File: src/rtl/dpram_port_arbiter.sv
// Two-requester front end for a single dpram: reads and writes from different requesters issue together,
// same-port collisions are settled round-robin, and read data is steered back to its owner two cycles later.
module dpram_port_arbiter #(
    parameter int ADDR_WIDTH = 9,
    parameter int WORD_WIDTH = 32
) (
    input  logic                  clk_i,
    input  logic                  rst_i,

    input  logic                  m0_req_i,
    input  logic                  m0_we_i,
    input  logic [ADDR_WIDTH-1:0] m0_addr_i,
    input  logic [WORD_WIDTH-1:0] m0_wdata_i,
    input  logic [3:0]            m0_wmask_i,
    output logic                  m0_gnt_o,
    output logic                  m0_rvalid_o,
    output logic [WORD_WIDTH-1:0] m0_rdata_o,

    input  logic                  m1_req_i,
    input  logic                  m1_we_i,
    input  logic [ADDR_WIDTH-1:0] m1_addr_i,
    input  logic [WORD_WIDTH-1:0] m1_wdata_i,
    input  logic [3:0]            m1_wmask_i,
    output logic                  m1_gnt_o,
    output logic                  m1_rvalid_o,
    output logic [WORD_WIDTH-1:0] m1_rdata_o,

    output logic                  ram_rclke_o,
    output logic                  ram_re_o,
    output logic [ADDR_WIDTH-1:0] ram_raddr_o,
    output logic                  ram_wclke_o,
    output logic                  ram_we_o,
    output logic [ADDR_WIDTH-1:0] ram_waddr_o,
    output logic [WORD_WIDTH-1:0] ram_wdata_o,
    output logic [3:0]            ram_wbytemask_o,
    input  logic [WORD_WIDTH-1:0] ram_rdata_i
);

    typedef enum logic {
        REQ_M0 = 1'b0,
        REQ_M1 = 1'b1
    } requester_e;

    logic w_m0Rd;
    logic w_m0Wr;
    logic w_m1Rd;
    logic w_m1Wr;
    logic w_rdGrant;
    logic w_wrGrant;
    requester_e w_rdWinner;
    requester_e w_wrWinner;
    logic [ADDR_WIDTH-1:0] w_rdAddr;
    logic [ADDR_WIDTH-1:0] w_wrAddr;
    logic [WORD_WIDTH-1:0] w_wrData;
    logic [3:0]            w_wrMask;

    requester_e r_rdLast;
    requester_e r_wrLast;

    logic                  r_rdEn;
    logic [ADDR_WIDTH-1:0] r_rdAddr;
    logic                  r_wrEn;
    logic [ADDR_WIDTH-1:0] r_wrAddr;
    logic [WORD_WIDTH-1:0] r_wrData;
    logic [3:0]            r_wrMask;

    logic       r_tag1Valid;
    requester_e r_tag1Owner;
    logic       r_tag2Valid;
    requester_e r_tag2Owner;

    // Each port is arbitrated independently; the last pointer only matters when both want the same port.
    always_comb begin
        w_m0Rd = m0_req_i & ~m0_we_i;
        w_m0Wr = m0_req_i &  m0_we_i;
        w_m1Rd = m1_req_i & ~m1_we_i;
        w_m1Wr = m1_req_i &  m1_we_i;

        w_rdGrant = w_m0Rd | w_m1Rd;
        w_wrGrant = w_m0Wr | w_m1Wr;

        w_rdWinner = REQ_M0;
        if (w_m0Rd && w_m1Rd) begin
            w_rdWinner = (r_rdLast == REQ_M0) ? REQ_M1 : REQ_M0;
        end else if (w_m1Rd) begin
            w_rdWinner = REQ_M1;
        end

        w_wrWinner = REQ_M0;
        if (w_m0Wr && w_m1Wr) begin
            w_wrWinner = (r_wrLast == REQ_M0) ? REQ_M1 : REQ_M0;
        end else if (w_m1Wr) begin
            w_wrWinner = REQ_M1;
        end

        m0_gnt_o = (w_m0Rd && (w_rdWinner == REQ_M0)) || (w_m0Wr && (w_wrWinner == REQ_M0));
        m1_gnt_o = (w_m1Rd && (w_rdWinner == REQ_M1)) || (w_m1Wr && (w_wrWinner == REQ_M1));

        w_rdAddr = (w_rdWinner == REQ_M1) ? m1_addr_i  : m0_addr_i;
        w_wrAddr = (w_wrWinner == REQ_M1) ? m1_addr_i  : m0_addr_i;
        w_wrData = (w_wrWinner == REQ_M1) ? m1_wdata_i : m0_wdata_i;
        w_wrMask = (w_wrWinner == REQ_M1) ? m1_wmask_i : m0_wmask_i;
    end

    // Pointers reset to m1 so that m0 wins the first collision on either port.
    always_ff @(posedge clk_i) begin
        if (rst_i) begin
            r_rdLast <= REQ_M1;
            r_wrLast <= REQ_M1;
        end else begin
            if (w_rdGrant) begin
                r_rdLast <= w_rdWinner;
            end
            if (w_wrGrant) begin
                r_wrLast <= w_wrWinner;
            end
        end
    end

    always_ff @(posedge clk_i) begin
        if (rst_i) begin
            r_rdEn   <= 1'b0;
            r_rdAddr <= '0;
        end else begin
            r_rdEn <= w_rdGrant;
            if (w_rdGrant) begin
                r_rdAddr <= w_rdAddr;
            end
        end
    end

    // Address, data and mask hold across idle cycles; only the enables drop.
    always_ff @(posedge clk_i) begin
        if (rst_i) begin
            r_wrEn   <= 1'b0;
            r_wrAddr <= '0;
            r_wrData <= '0;
            r_wrMask <= '0;
        end else begin
            r_wrEn <= w_wrGrant;
            if (w_wrGrant) begin
                r_wrAddr <= w_wrAddr;
                r_wrData <= w_wrData;
                r_wrMask <= w_wrMask;
            end
        end
    end

    // Stage 1 lines up with the read command, stage 2 with the dpram's registered read data.
    always_ff @(posedge clk_i) begin
        if (rst_i) begin
            r_tag1Valid <= 1'b0;
            r_tag1Owner <= REQ_M0;
            r_tag2Valid <= 1'b0;
            r_tag2Owner <= REQ_M0;
        end else begin
            r_tag1Valid <= w_rdGrant;
            r_tag1Owner <= w_rdWinner;
            r_tag2Valid <= r_tag1Valid;
            r_tag2Owner <= r_tag1Owner;
        end
    end

    always_comb begin
        ram_rclke_o     = r_rdEn;
        ram_re_o        = r_rdEn;
        ram_raddr_o     = r_rdAddr;
        ram_wclke_o     = r_wrEn;
        ram_we_o        = r_wrEn;
        ram_waddr_o     = r_wrAddr;
        ram_wdata_o     = r_wrData;
        ram_wbytemask_o = r_wrMask;

        m0_rvalid_o = r_tag2Valid && (r_tag2Owner == REQ_M0);
        m1_rvalid_o = r_tag2Valid && (r_tag2Owner == REQ_M1);
        m0_rdata_o  = m0_rvalid_o ? ram_rdata_i : '0;
        m1_rdata_o  = m1_rvalid_o ? ram_rdata_i : '0;
    end

endmodule

File: config.mk
export PLATFORM = sky130hd
export DESIGN_NAME = dpram_port_arbiter
export DESIGN_NICKNAME = d
export VERILOG_FILES = /design/src/rtl/dpram_port_arbiter.sv
export SDC_FILE = /design/constraint.sdc
export NUM_CORES = 1
export LEC_CHECK = 0
export CAP_MARGIN = 20
export CORE_MARGIN = 2
export CORE_UTILIZATION = 37
export DETAILED_ROUTE_END_ITERATION = 8
export PLACE_DENSITY = 0.88
export SYNTH_ARGS = -nofsm -noshare
export SYNTH_HDL_FRONTEND = slang
export SYNTH_SLANG_ARGS = --single-unit
File: constraint.sdc
create_clock -name clk_i -period 2.5 [get_ports clk_i]
set_input_delay 0.5 -clock clk_i [delete_from_list [all_inputs] [get_ports clk_i]]
set_output_delay 0.5 -clock clk_i [all_outputs]
set_load 0.05 [all_outputs]
==> results by group, run 1 <==
Synthesis
  • Cells after Synth: about 420
  • Syn_nets: 551
  • Yosys warnings: 0
  • Seq/Total Area, Yosys: between 30 and 40%
  • Mapped Area: ~3300 um2
  • Synth Area per Inst: 7.830 um2
  • Unique masters post-synth: 25
  • Yosys reg bits: 61

Global routing
  • Global-route wire length before repair: 21.11 mm
  • Pin count of the biggest net entering global routing: just over 90
  • Antenna violations before repair: 0
  • GR Overflow Total: 0
  • Gr usage total: between 20% and 30%
  • Vias in the first global route: 4,174

Setup path
  • Worst Setup End Kind: output port
  • Crit path launch: m0_req_i
  • Crit-path max FO: 4
  • WP data required: ~2 ns
  • Critical path buffers and inverters: 2
  • Crit path capture: m0_gnt_o
  • FF-to-FF setup slack: approximately 1.1 ns
  • Delay-heaviest family, CP: buffers and inverters
  • Reg-to-Reg Start: r_wrLast
  • CP arrival: 1.90 ns
  • Crit start category: primary input
  • Crit path cell chain: clkdlybuf4s50_1 > or2b_1 > o21ai_1 > o211a_1 > buf_4
  • WP depth: 5
  • Max incr delay on CP: 0.46 ns
  • R2R cell count: 4
  • CP Class: in2out
  • Slowest CP cell: clkdlybuf4s50_1
  • RR Endpoint: ram_waddr_o[2]

STA
  • Final setup TNS: 0 ns
  • Fin crit share: a little over nine tenths
  • Worst slew pin tran: about 0.68 ns
  • F_max: about 420 MHz
  • Final Hold Fails: 0
  • Unrepaired setup endpoints after global routing: no
  • Minimum clock period: ~2.4 ns
  • Clk_skew: ~0.0096 ns
  • Slew Limit Fails: 0
  • Final setup viols: 0
  • Relative slew margins: a little over half

Cells and area
  • Most frequent cells in the layout: clkdlybuf4s50_1 (184), buf_12 (70), dfxtp_1 (61)
  • Multi-input gate area: ~1800 um2
  • Share of layout cells above drive strength 1: between 15 and 20%
  • Antenna Cells: 0
  • Area taken by flip-flops and latches: about 1200 um2
  • Layout net count: between 700 and 800
  • Most common cell after layout, fill and taps aside: clkdlybuf4s50_1
  • Fin util: roughly three quarters
  • Fill count: 607
  • Area growth syn-to-layout: 101.5%

Run status
  • Status: completed

Clock network
  • Max Buffers Root-to-Sink: 2
  • H-tree depth: 3
  • CTS resizes: 0
  • Post-CTS Setup Bufs: 0
  • Clock transition at the registers of the reported paths: around 0.060 ns
  • Clk_lat worst skew: 0.33 ns
  • CTS buffer count: 9
  • Hold buffers post-CTS: 0
  • CTS Sinks: 61
  • Root buffer cell: clkbuf_8
  • TritonCTS clock tree: built

Die
  • Core area: 8721 um2
  • Die footprint: 9724 um2
  • Die width: approximately 99 um
  • Num rows: 34
  • Starting Density: between 30% and 40%
  • Die Y: about 100 um
  • I/O pins: 254

Pwr
  • Max VDD drop: 0.0004741 V
  • Leak: ~2.6 nW
  • PwrDens: roughly 450 nW/um2

Min path
  • Hold crit path type: reg2reg

Route
  • DRT iter0 DRCs: 215
  • Post-Route WL: 13.74 mm
  • Via density per instance: 5.647
  • Drt pass-1 iters: 5
  • DR DRC count: 0
  • Via count: 4,297
  • ANT nets after route: 0
  • WL/cell: 18.05 um

Place
  • Detailed Place HPWL: around 11 mm
  • RD Place Congestion: roughly 0.93
  • PortBufs: between 200 and 300

Flow run
  • Max-cap violations: 0
## through the flow
step | instance area, um2 | setup WS [ns] | cells | power (mW) | hold WS (ns)
finish | 6675 | 0.09727 | 761 | 3.006 | 0.4306
global route | 6675 | 0.02780 | 761 | 3.126 | 0.4427
CTS | 6675 | 0.1101 | 761 | 3.024 | 0.4325
detailed placement | 6510 | 0.1137 | 747 | 2.273 | 0.4243
global placement | 6510 | 0.1794 | 747 | 2.245 | 0.4306
floorplan | 3312 | 0.2604 | 423 | 1.749 | 0.4138
## kinds of logic after synthesis
kind of cell / share of synthesized area [%]
compound gates: 22.06
flops: 36.87
buf+inv: 9.369
simple gates: 31.70
## sequential cells by signal (all words and copies together) (netlist names)
signal,count
r_tag1Valid,1
ram_waddr_o,9
ram_wbytemask_o,4
ram_wclke_o,1
r_wrLast,1
ram_wdata_o,32
r_tag2Owner,1
r_tag1Owner,1
ram_raddr_o,9
r_tag2Valid,1
r_rdLast,1
## Yosys cell counts (all sizes together)
cell type / instances / area [um2]
nor2b: 5 / 31.28
nand2: 6 / 22.52
o211a: 1 / 10.01
nand2b: 1 / 6.260
clkbuf: 25 / 95.09
and3: 33 / 206.5
nand3: 47 / 235.2
or2b: 1 / 7.510
nor4: 9 / 56.30
clkinv: 1 / 3.750
and2: 34 / 212.7
o21ai: 46 / 230.2
dfxtp: 61 / 1221
a211oi: 9 / 67.56
nor3: 18 / 90.09
a21oi: 4 / 20.02
a22o: 1 / 8.760
buf: 29 / 211.5
and3b: 1 / 8.760
nor2: 46 / 172.7
a311oi: 45 / 394.1
## layer usage
metal	up-vias	wire length (um)	part of all wire, %	GRT usage (%)
met4	0	521	3.8	12.12
met2	238	7266	53	50.81
met5	-	0	0	0
li1	2005	-	-	-
met1	2013	4980	36	28.09
met3	41	969	7.1	6.312
## power breakdown
group,switching (mW),total [mW],internal [mW]
Combinational,0.663,1.16,0.493
Clock,0.350,0.750,0.400
Sequential,0.0441,1.10,1.06
## layout make-up
| type | instances | share of cell area, % |
|---|---|---|
| sequential | 61 | 18.29 |
| timing repair buffer | 270 | 50.35 |
| tap | 108 | 2.024 |
| clock buffer | 12 | 2.324 |
| inverter | 1 | 0.05623 |
| multi-input combinational | 307 | 26.80 |
| clock inverter | 2 | 0.1500 |
## worst min-delay path by stage
stage / start / to / slack (ns) / depth (start not counted)
final: r_tag1Owner / r_tag2Owner / 0.43 / 1
after floorplan: r_tag1Owner / r_tag2Owner / 0.41 / 1
after global placement: r_tag1Owner / r_tag2Owner / 0.43 / 1
after global routing: r_tag1Owner / r_tag2Owner / 0.44 / 1
after detailed placement: r_tag1Owner / r_tag2Owner / 0.42 / 1
after CTS: r_tag1Owner / r_tag2Owner / 0.43 / 1
Power figures use the tool's default switching activity.
==> run 2: changes to the inputs <==
--- a/config.mk
+++ b/config.mk
@@ -10,6 +10,8 @@
 export CORE_UTILIZATION = 37
 export DETAILED_ROUTE_END_ITERATION = 8
 export PLACE_DENSITY = 0.88
+export SETUP_SLACK_MARGIN = 0.2
+export SLEW_MARGIN = 25
 export SYNTH_ARGS = -nofsm -noshare
 export SYNTH_HDL_FRONTEND = slang
 export SYNTH_SLANG_ARGS = --single-unit
==> run 2 against run 1 <==
Net effect: fmax up 6.9%; die area is the same; clock power rose by 0.5%; worst setup slack better by 0.15 ns; highest routed layer unchanged; sequential share of layout area fell by 0.079 points; worst hold slack improved by 0.0017 ns; critical path depth stayed put; largest power group unchanged.
==> results by group, run 2 (synthesized netlist as in run 1, its figures left out) <==
Run status
  • Status: completed

Global routing
  • Gr usage total: a little over a quarter
  • GR Overflow Total: 0
  • Global-route wire length before repair: about 21 mm
  • Pin count of the biggest net entering global routing: 91
  • Vias in the first global route: ~4,200
  • Antenna violations before repair: 0

STA
  • F_max: around 440 MHz
  • Final Hold Fails: 0
  • Minimum clock period: ~2.2 ns
  • Clk_skew: 0.01012 ns
  • Final setup TNS: 0 ns
  • Slew Limit Fails: 0
  • Worst slew pin tran: between 0.6 and 0.7 ns
  • Relative slew margins: 55.55%
  • Unrepaired setup endpoints after global routing: no
  • Final setup viols: 0
  • Fin crit share: 89.93%

Clock network
  • H-tree depth: 3
  • Clock transition at the registers of the reported paths: ~0.060 ns
  • Max Buffers Root-to-Sink: 2
  • Hold buffers post-CTS: 0
  • CTS buffer count: 9
  • TritonCTS clock tree: built
  • CTS Sinks: ~60
  • Root buffer cell: clkbuf_8
  • Clk_lat worst skew: approximately 0.33 ns

Cells and area
  • Multi-input gate area: approximately 1800 um2
  • Fill count: around 610
  • Area taken by flip-flops and latches: approximately 1200 um2
  • Antenna Cells: 0
  • Max FFs per register: 32
  • Layout net count: ~800
  • Most frequent cells in the layout: clkdlybuf4s50_1 (183), buf_12 (70), dfxtp_1 (61)
  • Share of layout cells above drive strength 1: 16.34%
  • Area growth syn-to-layout: 102.4%
  • Most common cell after layout, fill and taps aside: clkdlybuf4s50_1

Die
  • Die footprint: just under 10,000 um2
  • Num rows: 34
  • Core area: slightly below 9000 um2
  • Starting Density: a little under two fifths
  • Die width: roughly 99 um
  • I/O pins: 254
  • Die Y: approximately 99 um

Place
  • PortBufs: between 200 and 300
  • Detailed Place HPWL: 10.60 mm
  • RD Place Congestion: 0.9305

Route
  • Post-Route WL: between 10 and 15 mm
  • DR DRC count: 0
  • Via density per instance: roughly 5.6
  • DRT iter0 DRCs: between 200 and 250
  • WL/cell: 18.05 um
  • ANT nets after route: 0
  • Drt pass-1 iters: 4
  • Via count: roughly 4,300

Setup path
  • Crit-path max FO: 3
  • Slowest CP cell: clkdlybuf4s50_1
  • Crit path cell chain: clkdlybuf4s50_1 > or2b_1 > o21ai_2 > o211a_1 > buf_6
  • RR Endpoint: ram_waddr_o[2]
  • Crit path launch: m0_we_i
  • FF-to-FF setup slack: 1.11 ns
  • Worst Setup End Kind: output port
  • CP arrival: roughly 1.8 ns
  • Max incr delay on CP: about 0.42 ns
  • Reg-to-Reg Start: r_wrLast
  • Crit start category: primary input
  • CP Class: in2out
  • WP data required: ~2 ns
  • R2R cell count: 4

Flow run
  • Max-cap violations: 0

Pwr
  • Total power: approximately 3.0 mW
  • Leak: about 2.6 nW
  • PwrDens: 449.7 nW/um2
  • Max VDD drop: between 0.0004 and 0.0005 V

Min path
  • Hold Path Sink: r_tag2Owner
  • Hold_sp: r_tag1Owner
  • Hold crit path type: reg2reg
  • Worst hold path depth: 1
## run 2: layout make-up
class	count	share of cell area, %
multi-input combinational	307	26.86
clock buffer	12	2.314
sequential	61	18.22
clock inverter	2	0.1493
inverter	1	0.05599
timing repair buffer	272	50.39
tap	108	2.016
## run 2: repair_timing
action | CTS | global route
setup buffers | 1 | 1
pin swaps | 2 | 1
resized for setup | 3 | 2
endpoints found under the setup margin | 2 | 1
## run 2: report_power, final
part           internal (mW)  leakage [nW]  switching [mW]
logic                  0.496          2.01           0.664
registers               1.06         0.506          0.0440
clock network          0.400        0.0881           0.354
## run 2: routing by layer
layer / share of wire, % / global-route usage, % / vias to the layer above
met2: 53 / 50.86 / 220
met3: 6.7 / 6.312 / 43
met5: 0 / 0 / -
met4: 4.0 / 12.43 / 0
met1: 37 / 28.31 / 2002
li1: - / - / 2011
## run 2: critical path, delay by kind of cell
kind | cells | cell delay (ns)
AO/OA/AOI/OAI | 2 | 0.40
buffers and inverters | 2 | 0.58
AND/OR/NAND/NOR | 1 | 0.27
## run 2: worst max path at each step
stage / end / slack (ns) / depth (start not counted)
CTS: m0_gnt_o / 0.22 / 5
global placement: m0_gnt_o / 0.18 / 5
floorplan: m0_rdata_o[22] / 0.26 / 3
global route: m0_gnt_o / 0.21 / 5
detailed placement: m0_gnt_o / 0.11 / 5
finish: m0_gnt_o / 0.25 / 5
## run 2: through the flow
stage	hold slack (ns)	setup slack (ns)	utilization [%]	cells	instance area, um2
floorplan	0.4138	0.2604	-	423	3312
global placement	0.4306	0.1794	74.65	747	6510
detailed placement	0.4243	0.1137	74.65	747	6510
CTS	0.4325	0.2160	76.70	762	6689
global route	0.4427	0.2103	76.87	763	6704
finish	0.4323	0.2517	76.87	763	6704
